### config.mk
export PLATFORM = sky130hd
export DESIGN_NAME = memory_arbiter
export DESIGN_NICKNAME = d
export VERILOG_FILES = /design/src/rtl/memory_arbiter.sv
export SDC_FILE = /design/constraint.sdc
export NUM_CORES = 1
export LEC_CHECK = 0
export BUFFER_PORTS_ARGS = -buffer_cell sky130_fd_sc_hd__clkbuf_2
export CAP_MARGIN = 20
export CORE_ASPECT_RATIO = 1.5
export CORE_MARGIN = 4
export CORE_UTILIZATION = 47
export DETAILED_ROUTE_END_ITERATION = 7
export PLACE_DENSITY = 0.84
export SLEW_MARGIN = 10
export SYNTH_ARGS = -nofsm -noshare
export SYNTH_HDL_FRONTEND = slang
export SYNTH_SLANG_ARGS = --single-unit
export TNS_END_PERCENT = 1
### constraint.sdc
create_clock -name i_clock -period 5.4 [get_ports i_clock]
set_clock_uncertainty 0.15 [all_clocks]
set_input_delay 0.27 -clock i_clock [delete_from_list [all_inputs] [get_ports i_clock]]
set_output_delay 0.27 -clock i_clock [all_outputs]
set_load 0.01 [all_outputs]
### src/rtl/memory_arbiter.sv
// memory_arbiter
//   Two-requester round-robin arbiter in front of a single-port memory.
//   Each access takes three cycles: IDLE (grant and latch), ACCESS (one-cycle
//   read or write strobe, sampled by the memory on the falling edge) and DONE
//   (one-cycle ack to the winner). All outputs come straight from registers.
// Ports
//   i_clock, i_reset (async, active low)
//   i_reqN / i_weN / i_addrN / i_wdataN : requester N access request
//   o_ackN                              : one-cycle completion pulse
//   o_rdata                             : read data, held until the next read
//   o_busy                              : high in ACCESS and DONE
//   o_mem_addr/read/write/data, i_mem_data : memory side
module memory_arbiter #(
  parameter int DATA_SIZE = 14,
  parameter int ADDR_SIZE = 19
) (
  input  logic                 i_clock,
  input  logic                 i_reset,
  input  logic                 i_req0,
  input  logic                 i_req1,
  input  logic                 i_we0,
  input  logic                 i_we1,
  input  logic [ADDR_SIZE-1:0] i_addr0,
  input  logic [ADDR_SIZE-1:0] i_addr1,
  input  logic [DATA_SIZE-1:0] i_wdata0,
  input  logic [DATA_SIZE-1:0] i_wdata1,
  output logic                 o_ack0,
  output logic                 o_ack1,
  output logic [DATA_SIZE-1:0] o_rdata,
  output logic                 o_busy,
  output logic [ADDR_SIZE-1:0] o_mem_addr,
  output logic                 o_mem_read,
  output logic                 o_mem_write,
  output logic [DATA_SIZE-1:0] o_mem_data,
  input  logic [DATA_SIZE-1:0] i_mem_data
);

  typedef enum logic [1:0] {S_IDLE, S_ACCESS, S_DONE} state_t;

  state_t               r_state;
  logic                 r_last;   // requester granted most recently
  logic                 r_win;    // requester owning the access in flight
  logic                 r_ack0, r_ack1, r_busy, r_mem_read, r_mem_write;
  logic [ADDR_SIZE-1:0] r_mem_addr;
  logic [DATA_SIZE-1:0] r_mem_data, r_rdata;

  // Winner: a lone requester wins; on a tie the one not granted last wins.
  logic                 w_win;
  logic                 w_we;
  logic [ADDR_SIZE-1:0] w_addr;
  logic [DATA_SIZE-1:0] w_wdata;

  assign w_win   = (i_req0 && i_req1) ? ~r_last : i_req1;
  assign w_we    = w_win ? i_we1    : i_we0;
  assign w_addr  = w_win ? i_addr1  : i_addr0;
  assign w_wdata = w_win ? i_wdata1 : i_wdata0;

  always_ff @(posedge i_clock or negedge i_reset) begin
    if (!i_reset) begin
      r_state     <= S_IDLE;
      r_last      <= 1'b1;       // requester 0 wins the first tie
      r_win       <= 1'b0;
      r_ack0      <= 1'b0;
      r_ack1      <= 1'b0;
      r_busy      <= 1'b0;
      r_mem_read  <= 1'b0;
      r_mem_write <= 1'b0;
      r_mem_addr  <= '0;
      r_mem_data  <= '0;
      r_rdata     <= '0;
    end else begin
      case (r_state)
        S_IDLE: begin
          if (i_req0 || i_req1) begin
            r_win       <= w_win;
            r_last      <= w_win;
            r_mem_addr  <= w_addr;
            r_mem_data  <= w_wdata;
            r_mem_read  <= ~w_we;
            r_mem_write <= w_we;
            r_busy      <= 1'b1;
            r_state     <= S_ACCESS;
          end
        end
        S_ACCESS: begin
          // Memory registered its read data on the falling edge of this cycle.
          if (!r_mem_write) r_rdata <= i_mem_data;
          r_ack0      <= ~r_win;
          r_ack1      <= r_win;
          r_mem_read  <= 1'b0;
          r_mem_write <= 1'b0;
          r_state     <= S_DONE;
        end
        S_DONE: begin
          r_ack0  <= 1'b0;
          r_ack1  <= 1'b0;
          r_busy  <= 1'b0;
          r_state <= S_IDLE;
        end
        default: r_state <= S_IDLE;
      endcase
    end
  end

  assign o_ack0      = r_ack0;
  assign o_ack1      = r_ack1;
  assign o_rdata     = r_rdata;
  assign o_busy      = r_busy;
  assign o_mem_addr  = r_mem_addr;
  assign o_mem_read  = r_mem_read;
  assign o_mem_write = r_mem_write;
  assign o_mem_data  = r_mem_data;

endmodule

==> results.yml <==
status:
  outcome: "finished clean"
grt:
  total_global_routing_track_utilization_pct: 17.8
  grt_pass1_wl_um: 9230
  grt_overflow_total: 0
  grt_max_degree: 57
  first_global_vias: 2086
  initial_antenna_violation_count: 0
synth:
  avgSynthCellArea_sq_um: 11.5
  synth.yosys.seq_area_share_pct: 56.5
  synthesis.yosys.warnings: 0
  leading_post_synthesis_cells_by_cell_area: "dfrtp_1 55%, mux2i_1 13%, o21ai_0 8.1%"
  synthDistinctLibCells: 25
  synth_nets: 306
  synth-seq-cells: 56
  yosys.area.top_type: "dfrtp_1"
  post_synth_inst_count: 216
  synth_top_area_share_pct: 55.4
  syn-cell-area_sq_um: 2480
timing:
  timing.setup.tns_ns: 0
  post-route-period-util_pct: 41.6
  max_slew_violations: 0
  relSlewSlack_pct: 27.8
  max_clock_freq_mhz: 445
  hold_slack_ns: 0.0503
  setup_viol_count_final: 0
  layout_min_cycle_time_ns: 2.25
  hold_violations: 0
  finalWorstSetupSlack_ns: 3.15
  grt_setup_unrepaired: "false"
  worst_slew_pin_tran_ns: 1.08
setup_path:
  worst_path_largest_cell_delay_ns: 0.85
  critical-path-slowest-cell: "a21bo_2"
  cpLargestDelayFamily: "compound AO/OA/AOI/OAI gates"
  worst-path-buf-inv: 0
  critical_path.cell_chain: "a21bo_2, mux2_4, a22o_1"
  crit_path_kind: "reg -> reg"
  crit_path_end_kind: "flop"
  crit_path_start_kind: "flop"
  required_ns: 5.44
  crit_path_max_fanout: 35
  worst-endpoint-arrival_ns: 2.28
floorplan:
  placementRows: 32
  ioPinCount: 138
  core_area_sq_um: 5120
  die_y_um: 97.0
  initial_utilization_pct: 48.5
  die_area_sq_um: 6540
  die_x_um: 67.4
clocking:
  cts_num_sinks: 56
  clk_pin_slew_ns: 0.09
  cts_inserted_buffers: 5
  h-tree-depth: 2
  cts-root-to-sink-buffers: 2
  cts_root_buffer: "clkbuf_8"
  tritoncts_clock_tree: "done"
  worstSkewPairLatency_ns: 0.29
  cts_setup_buffers: 0
layout:
  drive_gt1_share_pct: 47.6
  mostFrequentLayoutCell: "clkbuf_2"
  final_nets: 441
  mostFrequentLayoutCells: "137 x clkbuf_2, 55 x dfrtp_1, 40 x o21ai_0, 36 x nand2_1, 33 x mux2i_1"
  final_core_utilization_pct: 64.4
  areaGrowthSynthToFinish_pct: 32.9
  stdcell_count: 419
  num_antenna_cells: 0
placement:
  port_buffers: 137
  globalplace.congestion: 0.722
  place_ws_ns: 3.12
  dpl.cell_count: 410
run:
  max_cap_violations: 0
routing:
  detail_route.drc_violations: 0
  ratio_of_routed_vias_to_standard_cells: 4.87
  dr_wl_cell_um: 13.3
  postRouteWirelength_um: 5560
  final_antenna_net_count: 0
  detailedRoute.firstIterationViolations: 81
  vias: 2041
  drt_pre_antenna_iters: 4
power:
  power.density_cell_area_nw_per_um2: 525
  power.static_leakage_nw: 1.83
  peak_supply_drop_uv: 263
worst_hold_path:
  worstHoldPathType: "in -> reg"
[worst reg2reg max path, stage by stage (launching register included)]
cell and delay (ns):
dfstp_2 0.54, a21bo_2 0.85, mux2_4 0.37, a22o_1 0.23
[synth_stat cells]
library cell / n
a21bo_1: 1
a21oi_1: 1
a22o_1: 1
a31oi_1: 1
buf_2: 2
buf_4: 4
buf_6: 1
clkbuf_1: 6
dfrtp_1: 55
dfstp_2: 1
ha_1: 4
inv_1: 5
mux2_2: 15
mux2_4: 1
mux2i_1: 33
nand2_1: 36
nand3b_1: 1
nor2_1: 2
nor2b_1: 1
o21ai_0: 40
o21ai_1: 1
o2bb2ai_1: 1
o311ai_0: 1
or2_2: 1
or3b_2: 1
[flip-flops by register name, summed over array words and instances (netlist names), 2 cells and up]
register and count:
o_mem_addr 19, o_rdata 14, r_state 2, o_mem_data 14
[per-stage QoR]
step	total power [mW]	area [sq um]
5_1_grt	1.88	3300
4_1_cts	1.76	3290
3_5_place_dp	1.55	3210
2_1_floorplan	1.22	2480
3_3_place_gp	1.50	3210
6_report	1.73	3300
[logic make-up after synthesis]
| logic type | after synthesis | share of synthesized area (%) |
|---|---|---|
| simple gates | 42 | 6.90 |
| mux | 49 | 20.7 |
| fa+ha+maj | 4 | 2.02 |
| buf+inv | 18 | 3.73 |
| compound gates | 47 | 10.2 |
| flops | 56 | 56.5 |
[report_power, final]
part	switching (mW)	internal [mW]	total (mW)
registers	0.108	0.630	0.738
logic	0.430	0.356	0.786
clock network	0.121	0.0885	0.209
[worst paths after layout]
path	startpoint	end	slack (ns)	cells after the start
setup reg to reg	r_last	o_mem_write	3.15	3
setup / recovery	r_last	o_mem_write	3.15	3
max in group asynchronous	i_reset	o_mem_data[5]	4.15	3
hold / removal	i_mem_data[6]	o_rdata[6]	0.05	2
min in group asynchronous	i_reset	o_rdata[1]	0.49	3
hold reg to reg	o_mem_data[8]	o_mem_data[8]	0.33	2
[area by class of cell]
cell class / instances / area, sq um
clock buffer: 6 / 72.6
clock inverter: 1 / 5.00
fill: 472 / 1820
inverter: 5 / 18.8
multi-input combinational: 142 / 1000
sequential: 56 / 1400
tap: 68 / 85.1
timing repair buffer: 141 / 718
[what timing repair did]
action | CTS | global route
hold buffers | 1 | 0
resized for setup | 0 | 0
hold endpoints to repair | 55 | 0
[metal layers]
layer / share of wire, % / GRT usage, % / wire, um / vias up
li1: - / - / - / 1012
met5: 0 / 0 / 0 / -
met4: 1.2 / 4.69 / 69 / 0
met3: 8.9 / 4.41 / 494 / 7
met1: 37 / 19.7 / 2080 / 937
met2: 52 / 32.4 / 2920 / 85
(Power assumes the default switching activity.)
